[config.mk]
export PLATFORM = sky130hd
export DESIGN_NAME = penta_key_sequencer
export DESIGN_NICKNAME = d
export VERILOG_FILES = /design/src/rtl/penta_pkg.sv /design/src/rtl/key_event_fifo.sv /design/src/rtl/penta_key_sequencer.sv
export SDC_FILE = /design/constraint.sdc
export NUM_CORES = 1
export LEC_CHECK = 0
export ABC_CLOCK_PERIOD_IN_PS = 2400
export CAP_MARGIN = 20
export CELL_PAD_IN_SITES_DETAIL_PLACEMENT = 1
export CELL_PAD_IN_SITES_GLOBAL_PLACEMENT = 2
export CORE_UTILIZATION = 36
export DETAILED_ROUTE_END_ITERATION = 8
export PLACE_DENSITY_LB_ADDON = 0.1
export SLEW_MARGIN = 20
export SYNTH_ARGS = -nofsm -noshare
export SYNTH_HDL_FRONTEND = slang
export SYNTH_SLANG_ARGS = --single-unit
[constraint.sdc]
create_clock -name sysclk -period 2.4 [get_ports sysclk]
set_input_delay 0.72 -clock sysclk [delete_from_list [all_inputs] [get_ports sysclk]]
set_output_delay 0.72 -clock sysclk [all_outputs]
set_load 0.02 [all_outputs]
[src/rtl/penta_pkg.sv]
// penta_pkg: shared event codes and helpers for the five-key event sequencer
package penta_pkg;
    localparam int CODE_W = 3;
    localparam int NKEYS = 5;
    localparam logic [CODE_W-1:0] KEY0 = 3'd0;
    localparam logic [CODE_W-1:0] KEY1 = 3'd1;
    localparam logic [CODE_W-1:0] KEY2 = 3'd2;
    localparam logic [CODE_W-1:0] KEY3 = 3'd3;
    localparam logic [CODE_W-1:0] KEY4 = 3'd4;
    localparam logic [CODE_W-1:0] EV_IDLE = 3'd5;

    function automatic logic [CODE_W-1:0] lowest_index(input logic [NKEYS-1:0] v);
        lowest_index = KEY0;
        for (int i = NKEYS - 1; i >= 0; i--)
            if (v[i]) lowest_index = CODE_W'(i);
    endfunction
endpackage

[src/rtl/key_event_fifo.sv]
// key_event_fifo: synchronous show-ahead FIFO holding key event codes
module key_event_fifo
    import penta_pkg::*;
#(
    parameter int DEPTH = 8,
    parameter int AW = 3
) (
    input  logic              sysclk,
    input  logic              reset,
    input  logic              push,
    input  logic [CODE_W-1:0] wdata,
    input  logic              pop,
    output logic [CODE_W-1:0] rdata,
    output logic              full,
    output logic              empty,
    output logic [AW:0]       count
);
    logic [CODE_W-1:0] mem [DEPTH];
    logic [AW-1:0] rd_ptr, wr_ptr;
    logic do_push, do_pop;

    // a push into a full FIFO is accepted only when the head leaves the same cycle
    assign do_pop = pop & ~empty;
    assign do_push = push & (~full | do_pop);
    assign full = count == (AW+1)'(DEPTH);
    assign empty = count == '0;
    assign rdata = empty ? '0 : mem[rd_ptr];

    always_ff @(posedge sysclk)
        if (do_push) mem[wr_ptr] <= wdata;

    always_ff @(posedge sysclk or negedge reset)
        if (!reset) begin
            rd_ptr <= '0;
            wr_ptr <= '0;
            count <= '0;
        end else begin
            rd_ptr <= rd_ptr + AW'(do_pop);
            wr_ptr <= wr_ptr + AW'(do_push);
            count <= count + (AW+1)'(do_push) - (AW+1)'(do_pop);
        end
endmodule

[src/rtl/penta_key_sequencer.sv]
// penta_key_sequencer: turns debounced key pulses and an idle timeout into an ordered
// stream of event codes delivered over valid/ready
module penta_key_sequencer
    import penta_pkg::*;
#(
    parameter int DEPTH = 8,
    parameter int AW = 3,
    parameter int TIMEOUT = 50_000_000,
    parameter int TW = 26
) (
    input  logic              sysclk,
    input  logic              reset,
    input  logic [NKEYS-1:0]  key_pulse,
    input  logic              ev_ready,
    output logic              ev_valid,
    output logic [CODE_W-1:0] ev_code,
    output logic [AW:0]       ev_count,
    output logic              overflow,
    input  logic              clr_overflow
);
    logic [NKEYS-1:0] pending, grant_key;
    logic idle_pend, fired, full, empty, pop, can_push, grant_idle, push, merge, timeout_hit;
    logic [TW-1:0] tmo_cnt;
    logic [CODE_W-1:0] push_code;

    assign ev_valid = ~empty;

    always_comb begin
        pop = ev_valid & ev_ready;
        can_push = ~full | pop;
        grant_key = can_push ? (pending & (~pending + 1'b1)) : '0;
        grant_idle = can_push & ~|pending & idle_pend;
        push = |grant_key | grant_idle;
        push_code = |pending ? lowest_index(pending) : EV_IDLE;
        merge = |(key_pulse & pending & ~grant_key);
        timeout_hit = (TIMEOUT != 0) && ~|key_pulse && !fired && tmo_cnt == TW'(TIMEOUT - 1);
    end

    // the counter parks at TIMEOUT-1 once fired, so each quiet period yields one IDLE event
    always_ff @(posedge sysclk or negedge reset)
        if (!reset) begin
            pending <= '0;
            idle_pend <= 1'b0;
            fired <= 1'b0;
            tmo_cnt <= '0;
            overflow <= 1'b0;
        end else begin
            pending <= (pending & ~grant_key) | key_pulse;
            idle_pend <= (idle_pend & ~grant_idle) | timeout_hit;
            overflow <= merge | (overflow & ~clr_overflow);
            if (|key_pulse) begin
                tmo_cnt <= '0;
                fired <= 1'b0;
            end else if (timeout_hit) begin
                fired <= 1'b1;
            end else if (!fired && TIMEOUT != 0) begin
                tmo_cnt <= tmo_cnt + 1'b1;
            end
        end

    key_event_fifo #(.DEPTH(DEPTH), .AW(AW)) u_fifo (
        .sysclk(sysclk),
        .reset(reset),
        .push(push),
        .wdata(push_code),
        .pop(pop),
        .rdata(ev_code),
        .full(full),
        .empty(empty),
        .count(ev_count)
    );
endmodule

==> results.sh <==
export IMPL_powerDensity_nw_per_um2=927
export IMPL_synth_avg_cell_area_um2=11.6
export IMPL_dr_first_iter_drc_count=38
export IMPL_htree_levels=3
export IMPL_period_needed_ns=2.47
export IMPL_routed_wl_mm=7.35
export IMPL_fin_cells=439
export IMPL_hold_viol_final=0
export IMPL_syn_num_nets=303
export IMPL_drive_gt1_frac=0.172
export IMPL_cp_arrival_ns=1.75
export IMPL_final_common_cell="dfrtp_1"
export IMPL_firstDrtPassIters=4
export IMPL_initial_core_util=0.372
export IMPL_place_inst=418
export IMPL_portBuffers=17
export IMPL_clk_latency_ns=0.35
export IMPL_synth_edf_count=24
export IMPL_rrSetupSlack_ns=0.26
export IMPL_dieArea_um2=9440
export IMPL_synth_cell_type_count=46
export IMPL_period_share=1.03
export IMPL_utilization=0.446
export IMPL_crit_type="reg2out"
export IMPL_status="finished with violations"
export IMPL_netlist_area_um2=3260
export IMPL_vdd_drop_max_mv=0.326
export IMPL_holdWs_ns=0.356
export IMPL_wire_per_inst_um=16.7
export IMPL_clkPwrFrac=0.235
export IMPL_violations="setup timing"
export IMPL_rsz0062_at_grt="yes"
export IMPL_p_int_mw=2.41
export IMPL_n_antenna_cell=0
export IMPL_seq_power_share=0.443
export IMPL_track_usage=0.172
export IMPL_yosys_register_bits=68
export IMPL_post_dp_hpwl_mm=5.38
export IMPL_grt_pass1_vias=2518
export IMPL_setup_viol=3
export IMPL_finClkSkew_ns=0.0133
export IMPL_ant_nets=0
export IMPL_final_cell_mix="dfrtp_1, nor2_1, edfxtp_1"
export IMPL_setup_tns_final_ns=-0.201
export IMPL_slew_violations=0
export IMPL_crit_path_end_kind="primary output"
export IMPL_fmax_mhz=404
export IMPL_synthCells=282
export IMPL_antenna_found_initial=0
export IMPL_grt_max_degree=25
export IMPL_yosys_area_share_simple=0.176
export IMPL_synth_mux_area_fraction=0.0507
export IMPL_ys_seq_area_frac=0.559
export IMPL_cts_hold_fix_buffers=0
export IMPL_synth_adder_area_share=0.0483
export IMPL_nNetsFinal=347
export IMPL_synth_compound_area_frac=0.0982
export IMPL_drc=0
export IMPL_boundaryPins=18
export IMPL_row_count=34
export IMPL_slew_headroom=0.587
export IMPL_cap_violations=0
export IMPL_comb_power_share=0.322
export IMPL_power_switching_mw=1.22
export IMPL_grtUsageMet3=0.0259
export IMPL_grt_pass1_wl_mm=12.7
export IMPL_path_clk_slew_ns=0.08
export IMPL_core_um2=8760
export IMPL_yosys_warnings=0
export IMPL_critPathMaxFanout=5
export IMPL_critPathLaunchType="register"
export IMPL_area_growth_pct=19.9
export IMPL_cts_inserted_buffers=9
export IMPL_synth_top_family_by_area="simple AND/OR/NAND/NOR gates"
export IMPL_vias=2340
export IMPL_fin_total_pwr_mw=3.62
export IMPL_clock_path_buffers=2
export IMPL_clockRootBuffer="clkbuf_8"
export IMPL_cts_tree="done"
export IMPL_fp_dieH_um=97.2
export IMPL_gp_congestion=0.677
export IMPL_layout_setup_ws_ns=-0.0732
export IMPL_via_per_inst=5.33
export IMPL_grt_use_met2=0.304
export IMPL_worst_pin_slew_ns=0.613
export IMPL_crit_required_ns=1.68
export IMPL_clock_sinks=68
export IMPL_met1_usage=0.211
export IMPL_synthXorXnorAreaFrac=0.0457
export IMPL_die_x_um=97.2
export IMPL_hold_path_class="in2async"
export IMPL_grt_busiest_layer="met2"
export IMPL_synthArstFlopShare=0.647
export IMPL_p_leak_nw=1.56
export IMPL_grt_overflow_total=0
export IMPL_swShare=0.335
export IMPL_synth_ff_type="dfrtp_1"
final timing paths:
| path | depth (start not counted) | from | endpoint |
|---|---|---|---|
| setup / recovery | 5 | u_fifo.rd_ptr[0] | ev_code[1] |
| hold / removal | 1 | reset | u_fifo.rd_ptr[2] |
| setup reg to reg | 9 | u_fifo.count[2] | u_fifo.count[2] |
| hold reg to reg | 1 | u_fifo.wr_ptr[2] | u_fifo.wr_ptr[2] |
| max in group asynchronous | 2 | reset | tmo_cnt[11] |
| min in group sysclk | 1 | u_fifo.wr_ptr[2] | u_fifo.wr_ptr[2] |
flip-flops by register name (all words and copies together) (netlist names):
register and flops:
u_fifo.mem 24, tmo_cnt 26, u_fifo.count 4, u_fifo.rd_ptr 3, idle_pend 1, pending 5
fired 1, u_fifo.wr_ptr 3, overflow 1
synth_stat cells (2+ instances only):
cell type | n | area, µm²
a41o_1 | 2 | 20.0
xnor2_1 | 4 | 35.0
edfxtp_1 | 24 | 721
a21o_1 | 4 | 30.0
mux2i_1 | 3 | 30.0
ha_1 | 11 | 138
clkbuf_1 | 4 | 15.0
nand4b_1 | 2 | 17.5
inv_1 | 10 | 37.5
a21oi_1 | 15 | 75.1
nand4_1 | 8 | 50.1
xor2_1 | 13 | 114
or3_1 | 9 | 56.3
nor3_1 | 5 | 25.0
nand3_1 | 13 | 65.1
o21ai_0 | 11 | 55.1
nand3b_1 | 2 | 15.0
a31oi_1 | 5 | 31.3
or4_1 | 2 | 15.0
o21ai_1 | 2 | 10.0
nor2_1 | 29 | 109
nand2b_1 | 7 | 43.8
and3_1 | 5 | 31.3
o21a_1 | 3 | 22.5
nor4_1 | 3 | 18.8
dfrtp_1 | 44 | 1100
nand2_1 | 18 | 67.6
mux4_2 | 6 | 135
worst max-delay path, cell delays in order (launching register included):
cell     delay, ns
dfrtp_2       0.42
buf_6         0.12
mux4_2        0.50
mux2i_1       0.15
a21oi_1       0.06
buf_4         0.16
per-layer routing:
metal,routed length (µm),part of all wire
met1,3310,0.45
met4,101,0.014
met5,0,0
met2,3810,0.52
met3,127,0.017
logic make-up after synthesis:
group | Yosys count
AOI/OAI and AO/OA | 50
xor gates and xnor gates | 17
adders and majority gates | 12
buffers and inverters | 17
DFF | 68
muxes | 9
and+or+nand+nor | 109
power by group through the flow:
| stage | Sequential (mW) | Clock (mW) | Combinational, mW |
|---|---|---|---|
| detailed placement | 1.65 | 0 | 1.14 |
| global route | 1.64 | 0.913 | 1.32 |
| global placement | 1.63 | 0 | 1.10 |
| CTS | 1.61 | 0.883 | 1.17 |
| finish | 1.61 | 0.850 | 1.17 |
| floorplan | 1.60 | 0 | 0.710 |
what timing repair did:
item / in CTS / in global routing
setup endpoints to repair: 4 / 3
gates resized for setup: 15 / 3
setup buffers: 5 / 0
per-stage QoR:
stage,instance area [µm²],setup WS [ns]
6_report,3910,-0.0732
5_1_grt,3910,-0.160
4_1_cts,3900,-0.0849
3_5_place_dp,3700,-0.242
3_3_place_gp,3700,-0.149
2_1_floorplan,3260,0.0424
layout make-up:
cell class | instances | area (µm²)
tap | 108 | 135
timing repair buffer | 40 | 369
inverter | 10 | 37.5
clock buffer | 9 | 124
fill | 960 | 4850
multi-input combinational | 197 | 1370
sequential | 68 | 1820
clock inverter | 7 | 51.3
Power figures use the tool's default switching activity.
